--- src/rtl/alu_seq_pkg.sv ---
// Shared encodings for the ALU op sequencer: op/mux-select codes, FSM states,
// and the data word returned when a multi-cycle unit times out.
package alu_seq_pkg;

  localparam logic [2:0] OP_MUL = 3'd0;
  localparam logic [2:0] OP_DIV = 3'd1;
  localparam logic [2:0] OP_ADD = 3'd2;
  localparam logic [2:0] OP_SUB = 3'd3;
  localparam logic [2:0] OP_AND = 3'd4;
  localparam logic [2:0] OP_OR  = 3'd5;
  localparam logic [2:0] OP_XOR = 3'd6;
  localparam logic [2:0] OP_SLT = 3'd7;

  typedef enum logic [2:0] {
    S_IDLE,
    S_ISSUE,
    S_WAIT,
    S_SELECT,
    S_CAPTURE,
    S_RESP
  } seq_state_e;

  localparam logic [63:0] TIMEOUT_DATA = '1;

  function automatic logic is_multi_cycle(input logic [2:0] op);
    return (op == OP_MUL) || (op == OP_DIV);
  endfunction

endpackage

--- src/rtl/alu_seq_wdog.sv ---
// Clearable WAIT-cycle counter; hit_o flags the cycle in which the count of
// enabled cycles reaches TIMEOUT. Only instantiated under ALU_SEQ_TIMEOUT_EN.
module alu_seq_wdog #(
  parameter int unsigned TIMEOUT = 64
) (
  input  logic clk,
  input  logic reset,
  input  logic clr_i,
  input  logic en_i,
  output logic hit_o
);

  localparam int unsigned CW = (TIMEOUT > 1) ? $clog2(TIMEOUT) : 1;

  logic [CW-1:0] cnt_q;

  // hit_o counts the current cycle, so the limit lands on the TIMEOUT-th WAIT cycle
  assign hit_o = en_i && (cnt_q == CW'(TIMEOUT - 1));

  always_ff @(posedge clk) begin
    if (reset || clr_i) begin
      cnt_q <= '0;
    end else if (en_i && !hit_o) begin
      cnt_q <= cnt_q + 1'b1;
    end
  end

endmodule

--- src/rtl/alu_op_sequencer.sv ---
// One-op-at-a-time sequencer for the shared execute datapath; owns the result
// mux select and the multiplier/divider start pulses. Macro: ALU_SEQ_TIMEOUT_EN.
module alu_op_sequencer
  import alu_seq_pkg::*;
#(
  parameter int unsigned TAG_W   = 4,
  parameter int unsigned TIMEOUT = 64
) (
  input  logic             clk,
  input  logic             reset,
  input  logic             req_valid,
  output logic             req_ready,
  input  logic [2:0]       req_op,
  input  logic [TAG_W-1:0] req_tag,
  output logic             mul_start,
  input  logic             mul_done,
  output logic             div_start,
  input  logic             div_done,
  output logic [2:0]       alu_sel,
  input  logic [63:0]      alu_result,
  output logic             rsp_valid,
  input  logic             rsp_ready,
  output logic [63:0]      rsp_data,
  output logic [TAG_W-1:0] rsp_tag,
  output logic             rsp_err,
  output logic             busy
);

  seq_state_e       state_q, state_d;
  logic [2:0]       sel_q, sel_d;
  logic [TAG_W-1:0] tag_q, tag_d;
  logic [TAG_W-1:0] rsp_tag_q, rsp_tag_d;
  logic [63:0]      rsp_data_q, rsp_data_d;
  logic             unit_done;
  logic             to_fire;

  assign unit_done = (sel_q == OP_MUL) ? mul_done : div_done;

`ifdef ALU_SEQ_TIMEOUT_EN
  logic wd_hit;
  logic err_q;

  alu_seq_wdog #(
    .TIMEOUT(TIMEOUT)
  ) u_wdog (
    .clk  (clk),
    .reset(reset),
    .clr_i(state_q == S_ISSUE),
    .en_i (state_q == S_WAIT),
    .hit_o(wd_hit)
  );

  // a done coinciding with the limit takes the normal path
  assign to_fire = wd_hit && !unit_done;

  always_ff @(posedge clk) begin
    if (reset) begin
      err_q <= 1'b0;
    end else if (state_q == S_WAIT && to_fire) begin
      err_q <= 1'b1;
    end else if (state_q == S_CAPTURE) begin
      err_q <= 1'b0;
    end
  end

  assign rsp_err = err_q;
`else
  assign to_fire = 1'b0;
  assign rsp_err = 1'b0;
`endif

  assign req_ready = (state_q == S_IDLE) && !reset;
  assign busy      = (state_q != S_IDLE);
  assign rsp_valid = (state_q == S_RESP);
  assign mul_start = (state_q == S_ISSUE) && (sel_q == OP_MUL);
  assign div_start = (state_q == S_ISSUE) && (sel_q == OP_DIV);
  assign alu_sel   = sel_q;
  assign rsp_data  = rsp_data_q;
  assign rsp_tag   = rsp_tag_q;

  always_comb begin
    state_d    = state_q;
    sel_d      = sel_q;
    tag_d      = tag_q;
    rsp_data_d = rsp_data_q;
    rsp_tag_d  = rsp_tag_q;
    unique case (state_q)
      S_IDLE: begin
        if (req_valid && req_ready) begin
          sel_d   = req_op;
          tag_d   = req_tag;
          state_d = is_multi_cycle(req_op) ? S_ISSUE : S_SELECT;
        end
      end
      S_ISSUE: state_d = S_WAIT;
      S_WAIT: begin
        if (unit_done) begin
          state_d = S_SELECT;
        end else if (to_fire) begin
          rsp_data_d = TIMEOUT_DATA;
          rsp_tag_d  = tag_q;
          state_d    = S_RESP;
        end
      end
      S_SELECT: state_d = S_CAPTURE;
      S_CAPTURE: begin
        rsp_data_d = alu_result;
        rsp_tag_d  = tag_q;
        state_d    = S_RESP;
      end
      S_RESP: begin
        if (rsp_ready) state_d = S_IDLE;
      end
      default: state_d = S_IDLE;
    endcase
  end

  always_ff @(posedge clk) begin
    if (reset) begin
      state_q    <= S_IDLE;
      sel_q      <= '0;
      tag_q      <= '0;
      rsp_data_q <= '0;
      rsp_tag_q  <= '0;
    end else begin
      state_q    <= state_d;
      sel_q      <= sel_d;
      tag_q      <= tag_d;
      rsp_data_q <= rsp_data_d;
      rsp_tag_q  <= rsp_tag_d;
    end
  end

endmodule

--- config.mk ---
export PLATFORM = sky130hd
export DESIGN_NAME = alu_op_sequencer
export DESIGN_NICKNAME = d
export VERILOG_FILES = /design/src/rtl/alu_seq_pkg.sv /design/src/rtl/alu_seq_wdog.sv /design/src/rtl/alu_op_sequencer.sv
export SDC_FILE = /design/constraint.sdc
export NUM_CORES = 1
export LEC_CHECK = 0
export ABC_AREA = 1
export BUFFER_PORTS_ARGS = -buffer_cell sky130_fd_sc_hd__buf_4
export CAP_MARGIN = 10
export CORE_UTILIZATION = 40
export DETAILED_ROUTE_END_ITERATION = 8
export PLACE_DENSITY = 0.83
export SYNTH_ARGS = -nofsm -noshare
export SYNTH_HDL_FRONTEND = slang
export SYNTH_SLANG_ARGS = --single-unit
--- constraint.sdc ---
create_clock -name clk -period 1.25 [get_ports clk]
set_input_delay 0.25 -clock clk [delete_from_list [all_inputs] [get_ports clk]]
set_output_delay 0.25 -clock clk [all_outputs]
set_load 0.02 [all_outputs]
# --- Yosys cells after proc, flatten, opt, wreduce, memory -nomap -nowiden ---
# Index checks and enable logic that the tools add are counted.
classes:
  n_eq_ne: 10
  n_mux: 6
  n_reduce_logical: 12
ops:
  columns: ["cell", "count"]
  rows:
  - ["case mux 3 bit (6 select lines)", 1]
  - ["equality test 3 x 1 -> 1 bit (second input constant)", 3]
  - ["zero test 3 bit", 3]
  - ["two-way mux 3 bit", 3]
  - ["equality test 3 x 2 -> 1 bit (second input constant)", 2]
  - ["equality test 3 bit (second input constant)", 2]
  - ["logical AND 1 bit", 4]
  - ["!= test 2 x 1 -> 1 bit (second input constant)", 2]
  - ["AND reduction 3 bit", 1]
  - ["nonzero test 3 bit", 1]
  - ["two-way mux 2 bit", 1]
  - ["!= test 2 bit (second input constant)", 1]
  - ["AND reduction 2 bit", 1]
  - ["zero test 1 bit", 1]
  - ["logical OR 1 bit", 1]
  - ["two-way mux 1 bit", 1]
word_totals:
  ff_bits: 78
  input_bits: 77
  output_inout_bits: 77
  elab_cells: 33

# --- Logic depth before layout (Yosys ltp) ---
depth:
  word_depth: 5
  ltp_mapped: 8
  mapped_depth_nobuf: 8

# --- Worst setup path before layout ---
# No wires, ideal clock.
synth_timing:
  path_type: "register to output"
  startpoint: "register sel_q[0], in the netlist alu_sel[0]"
  endpoint: "output port div_start"
  t_arrival_ns: 1.265
  required_time_ns: 1.000
  path_slack_ns: -0.265
  path_stages_with_launch: 3
  path_buffers: 0
  cell_sequence: "dfxtp_1 -> inv_1 -> nor4_1"
synth_between:
  elab_chain_cells: 2
synth_rtl:
  columns: ["item", "line_no", "text"]
  rows:
  - ["start: declaration", "alu_op_sequencer.sv:30", "logic [2:0] sel_q, sel_d;"]
  - ["start signal: assignment", "alu_op_sequencer.sv:127", "sel_q <= sel_d;"]
  - ["equality test 3 x 1 -> 1 bit", "alu_op_sequencer.sv:76", "assign div_start = (state_q == S_ISSUE) && (sel_q == OP_DIV);"]
  - ["logical AND 1 bit", "alu_op_sequencer.sv:76", null]
  - ["end: declaration", "alu_op_sequencer.sv:17", "output logic div_start,"]
# No other way between the ends.

# --- Final worst setup path ---
layout_timing:
  startpoint: "register state_q[1]"
  endpoint: "output port div_start"
layout_between:
  elab_chain_cells: 2
layout_rtl:
  columns: ["item", "line_no", "text"]
  rows:
  - ["start: declaration", "alu_op_sequencer.sv:29", "seq_state_e state_q, state_d;"]
  - ["start signal: assignment", "alu_op_sequencer.sv:126", "state_q <= state_d;"]
  - ["equality test 3 x 1 -> 1 bit", "alu_op_sequencer.sv:76", null]
  - ["logical AND 1 bit", "alu_op_sequencer.sv:76", null]
# No other way between the ends.

==> impl_metrics.xml <==
<?xml version="1.0" encoding="UTF-8"?>
<metrics>
  <group name="worst_setup_path">
    <metric name="critical_path.max_fanout" unit="">3</metric>
    <metric name="critical_path_arrival" unit="ps">1180</metric>
    <metric name="end_kind" unit="">output port</metric>
    <metric name="ff2ff_path_depth" unit="">9</metric>
    <metric name="crit_slowest_cell" unit="">dfxtp_2</metric>
    <metric name="endpoint" unit="">div_start</metric>
    <metric name="critical_path.startpoint" unit="">state_q[1]</metric>
    <metric name="critPathRequiredTime" unit="ps">1000</metric>
    <metric name="r2r_slack" unit="ps">-160</metric>
    <metric name="worst_setup_path_start_kind" unit="">register</metric>
    <metric name="timing.rr.end" unit="">rsp_data[8]</metric>
    <metric name="worstSetupPathType" unit="">reg2out</metric>
    <metric name="timing.rr.start" unit="">state_q[0]</metric>
    <metric name="timing.critical_path.slowest_cell_delay" unit="ps">350</metric>
    <metric name="cp_cell_sequence" unit="">inv_2, nand3_4, nor4_4, buf_4</metric>
  </group>
  <group name="yosys">
    <metric name="synth_cells" unit="">369</metric>
    <metric name="leading_area_contributor_after_synthesis" unit="">dfxtp_1</metric>
    <metric name="ys_seq_area_frac" unit="">0.5393</metric>
    <metric name="synth.top_cell.area_share" unit="">0.5393</metric>
    <metric name="synth_cell_type_count" unit="">22</metric>
    <metric name="synth_warnings" unit="">0</metric>
    <metric name="synth_async_sr_flop_share" unit="">0</metric>
    <metric name="synthesis.nets" unit="">446</metric>
    <metric name="most_frequently_used_flop_master_after_synthesis" unit="">dfxtp_1</metric>
    <metric name="post-synth-top-count-cell" unit="">nand2_1</metric>
    <metric name="synth-edff-count" unit="">0</metric>
    <metric name="postSynthRegisterBits" unit="">78</metric>
    <metric name="post_synth_most_frequent_cells" unit="">nand2_1, dfxtp_1, a21oi_1</metric>
    <metric name="postSynthAreaPerCell" unit="um^2">7.846</metric>
    <metric name="synth_area" unit="mm^2">0.002895</metric>
    <metric name="top_post_synthesis_cells_by_area" unit="">dfxtp_1, nand2_1, a21oi_1</metric>
  </group>
  <group name="timing">
    <metric name="time_the_worst_path_needs_with_i_o_delays_and_setup" unit="ps">1431</metric>
    <metric name="whs" unit="ps">121.2</metric>
    <metric name="final_min_period_over_clock_period" unit="">1.145</metric>
    <metric name="setup_viol" unit="">74</metric>
    <metric name="hold_violations" unit="">0</metric>
    <metric name="setup_repair_after_global_routing_missed_its_margin" unit="">true</metric>
    <metric name="fmax" unit="MHz">698.7</metric>
    <metric name="maxSlewViolCount" unit="">0</metric>
    <metric name="fin_ws" unit="ps">-181.2</metric>
    <metric name="skew_final" unit="ps">5.929</metric>
  </group>
  <group name="run">
    <metric name="cap_viol_max_count" unit="">0</metric>
  </group>
  <group name="floorplanning">
    <metric name="ioPinCount" unit="">154</metric>
    <metric name="die-area" unit="mm^2">0.007582</metric>
    <metric name="core_area" unit="mm^2">0.006907</metric>
    <metric name="initial_core_util" unit="">0.4192</metric>
    <metric name="floorplan.die.height" unit="um">87.08</metric>
    <metric name="fp.dieW" unit="um">87.08</metric>
    <metric name="placementRows" unit="">30</metric>
  </group>
  <group name="place">
    <metric name="placed_cell_area" unit="mm^2">0.004149</metric>
    <metric name="post_dp_hpwl" unit="um">5429</metric>
    <metric name="buffer_ports.inserted" unit="">152</metric>
    <metric name="pre_cts_slack" unit="ps">-3.046</metric>
    <metric name="gp_routability_congestion" unit="">0.8027</metric>
  </group>
  <group name="clock_tree">
    <metric name="clock-root-buffer" unit="">clkbuf_8</metric>
    <metric name="insertion_delay" unit="ps">330</metric>
    <metric name="clk_transition_reported_paths" unit="ps">70</metric>
    <metric name="numClockSinks" unit="">78</metric>
    <metric name="number_of_buffers_created_by_cts" unit="">9</metric>
    <metric name="cts_tree" unit="">built</metric>
    <metric name="htree_num_levels" unit="">3</metric>
    <metric name="clock_path_buffers" unit="">2</metric>
    <metric name="hold_buffers" unit="">0</metric>
  </group>
  <group name="power_and_ir_drop">
    <metric name="power.share.clock" unit="">0.257</metric>
    <metric name="vdd_ir_drop_max" unit="uV">838.9</metric>
    <metric name="p_int" unit="mW">5.166</metric>
    <metric name="switching_share" unit="">0.3288</metric>
    <metric name="part_of_the_total_power_dissipated_in_sequential_elements" unit="">0.388</metric>
    <metric name="leakage" unit="nW">2.029</metric>
    <metric name="design_power_total" unit="mW">7.696</metric>
    <metric name="p_sw" unit="mW">2.531</metric>
    <metric name="comb_power_share" unit="">0.356</metric>
    <metric name="cellPowerDensity" unit="mW/mm^2">1617</metric>
  </group>
  <group name="min_path">
    <metric name="worst_hold_class" unit="">in2reg</metric>
    <metric name="min_path_cells" unit="">3</metric>
    <metric name="holdCritStartpoint" unit="">req_tag[0]</metric>
  </group>
  <group name="drt">
    <metric name="postRouteAntennaNets" unit="">0</metric>
    <metric name="wl_per_cell" unit="um">14.30</metric>
    <metric name="detailroute.via_count" unit="">3061</metric>
    <metric name="wl" unit="um">9122</metric>
    <metric name="post-route-drc-count" unit="">0</metric>
    <metric name="first_pass_iters" unit="">5</metric>
    <metric name="drt_iter0_drc" unit="">82</metric>
    <metric name="avgViaCountPerCell" unit="">4.798</metric>
  </group>
  <group name="grt">
    <metric name="grt_start_max_net_pins" unit="">48</metric>
    <metric name="globalRouteTotalUtil" unit="">0.2133</metric>
    <metric name="first_global_vias" unit="">2882</metric>
    <metric name="grt_overflow" unit="">0</metric>
    <metric name="grt_first_pass_wirelength" unit="um">12610</metric>
    <metric name="antenna_found_initial" unit="">0</metric>
  </group>
  <group name="layout">
    <metric name="final_core_util" unit="">0.6891</metric>
    <metric name="finish.instance_area" unit="mm^2">0.004760</metric>
    <metric name="nNetsFinal" unit="">615</metric>
    <metric name="area_growth_syn_to_layout" unit="%">64.39</metric>
    <metric name="layout-drive-gt1-share" unit="">0.4391</metric>
    <metric name="antenna_diode_count" unit="">0</metric>
  </group>
  <group name="run_status">
    <metric name="violated_checks" unit="">setup timing</metric>
    <metric name="run_status" unit="">complete, but fails checks</metric>
  </group>
</metrics>
## worst min-delay path by stage
stage / end
after detailed placement: rsp_data[46]
after global routing: tag_q[0]
after CTS: alu_sel[0]
after global placement: rsp_data[15]
after floorplan: alu_sel[0]
final: tag_q[0]
## sequential cells by signal (all words and copies together) (netlist names)
signal,count
state_q,3
alu_sel,3
tag_q,4
rsp_data,64
rsp_tag,4
## stage by stage
step	setup TNS, ps	std cells
2_1_floorplan	0	369
3_3_place_gp	0	605
3_5_place_dp	-4.391	605
4_1_cts	-9337	631
5_1_grt	-14410	638
6_report	-9611	638
## cells by family (layout without fill, tap and decap cells)
group | count (synthesis) | after routing | synth area share
AO/OA/AOI/OAI | 81 | 81 | 0.1513
buffers and inverters | 42 | 215 | 0.07735
flip-flops | 78 | 78 | 0.5393
other | 1 | 1 | 0.001295
AND/OR/NAND/NOR | 167 | 167 | 0.2308
## area by class of cell
cell class / instances / area (um^2)
multi-input combinational: 249 / 1246
clock buffer: 11 / 131.4
inverter: 17 / 78.83
fill: 570 / 2147
clock inverter: 4 / 72.57
sequential: 78 / 1577
tap: 96 / 120.1
timing repair buffer: 183 / 1534
## per-layer routing
layer  up-vias  GRT usage  part of all wire
met2       108     0.4102              0.53
li1       1522          -                 -
met1      1418     0.2236              0.39
met5         -          0                 0
met4         0    0.07727             0.013
met3        13    0.05024             0.068
## repair_timing
| item | CTS | global route |
|---|---|---|
| hold endpoints to repair | 0 | 0 |
| cloned | 2 | 6 |
| pin swaps | 23 | 10 |
| setup buffers | 9 | 5 |
| endpoints found under the setup margin | 8 | 76 |
| resized for setup | 29 | 33 |
## cells in the final DEF, fill, tap and decap left out
cell type     n
conb_1        1
buf_6         8
nand2_4       2
o31ai_1       7
clkbuf_8      9
nor2_2        3
inv_2         3
buf_8         2
inv_1        11
buf_4       165
a21oi_2       5
inv_8         1
nand3_1       2
bufinv_16     2
nand4_1       2
dfxtp_1      72
clkinvlp_4    1
a31oi_1       2
buf_12        5
nand2_2       6
clkbuf_1      2
nor2_4        5
inv_4         1
nand3_4       1
dfxtp_2       3
nand2_1     136
dfxtp_4       3
nor2_1        6
clkinv_4      1
nor3_4        1
nor3_2        1
clkbuf_16     3
a21oi_1      61
o211ai_1      1
nand3_2       1
a211oi_2      4
o21ai_0       1
clkinv_2      1
nor4_4        1
## power by group through the flow
stage	registers, mW	logic [mW]	clock network, mW
floorplan	3.23	0.947	0
global placement	2.97	2.01	0
detailed placement	2.98	2.06	0
CTS	2.97	2.41	2.02
global route	3.01	2.93	2.12
finish	2.98	2.74	1.98
## worst max-delay path: cells and delay by family (launching register included)
kind | cells | cell delay [ps]
flops | 1 | 350
buf+inv | 2 | 280
simple gates | 2 | 230
Power figures use the tool's default switching activity.
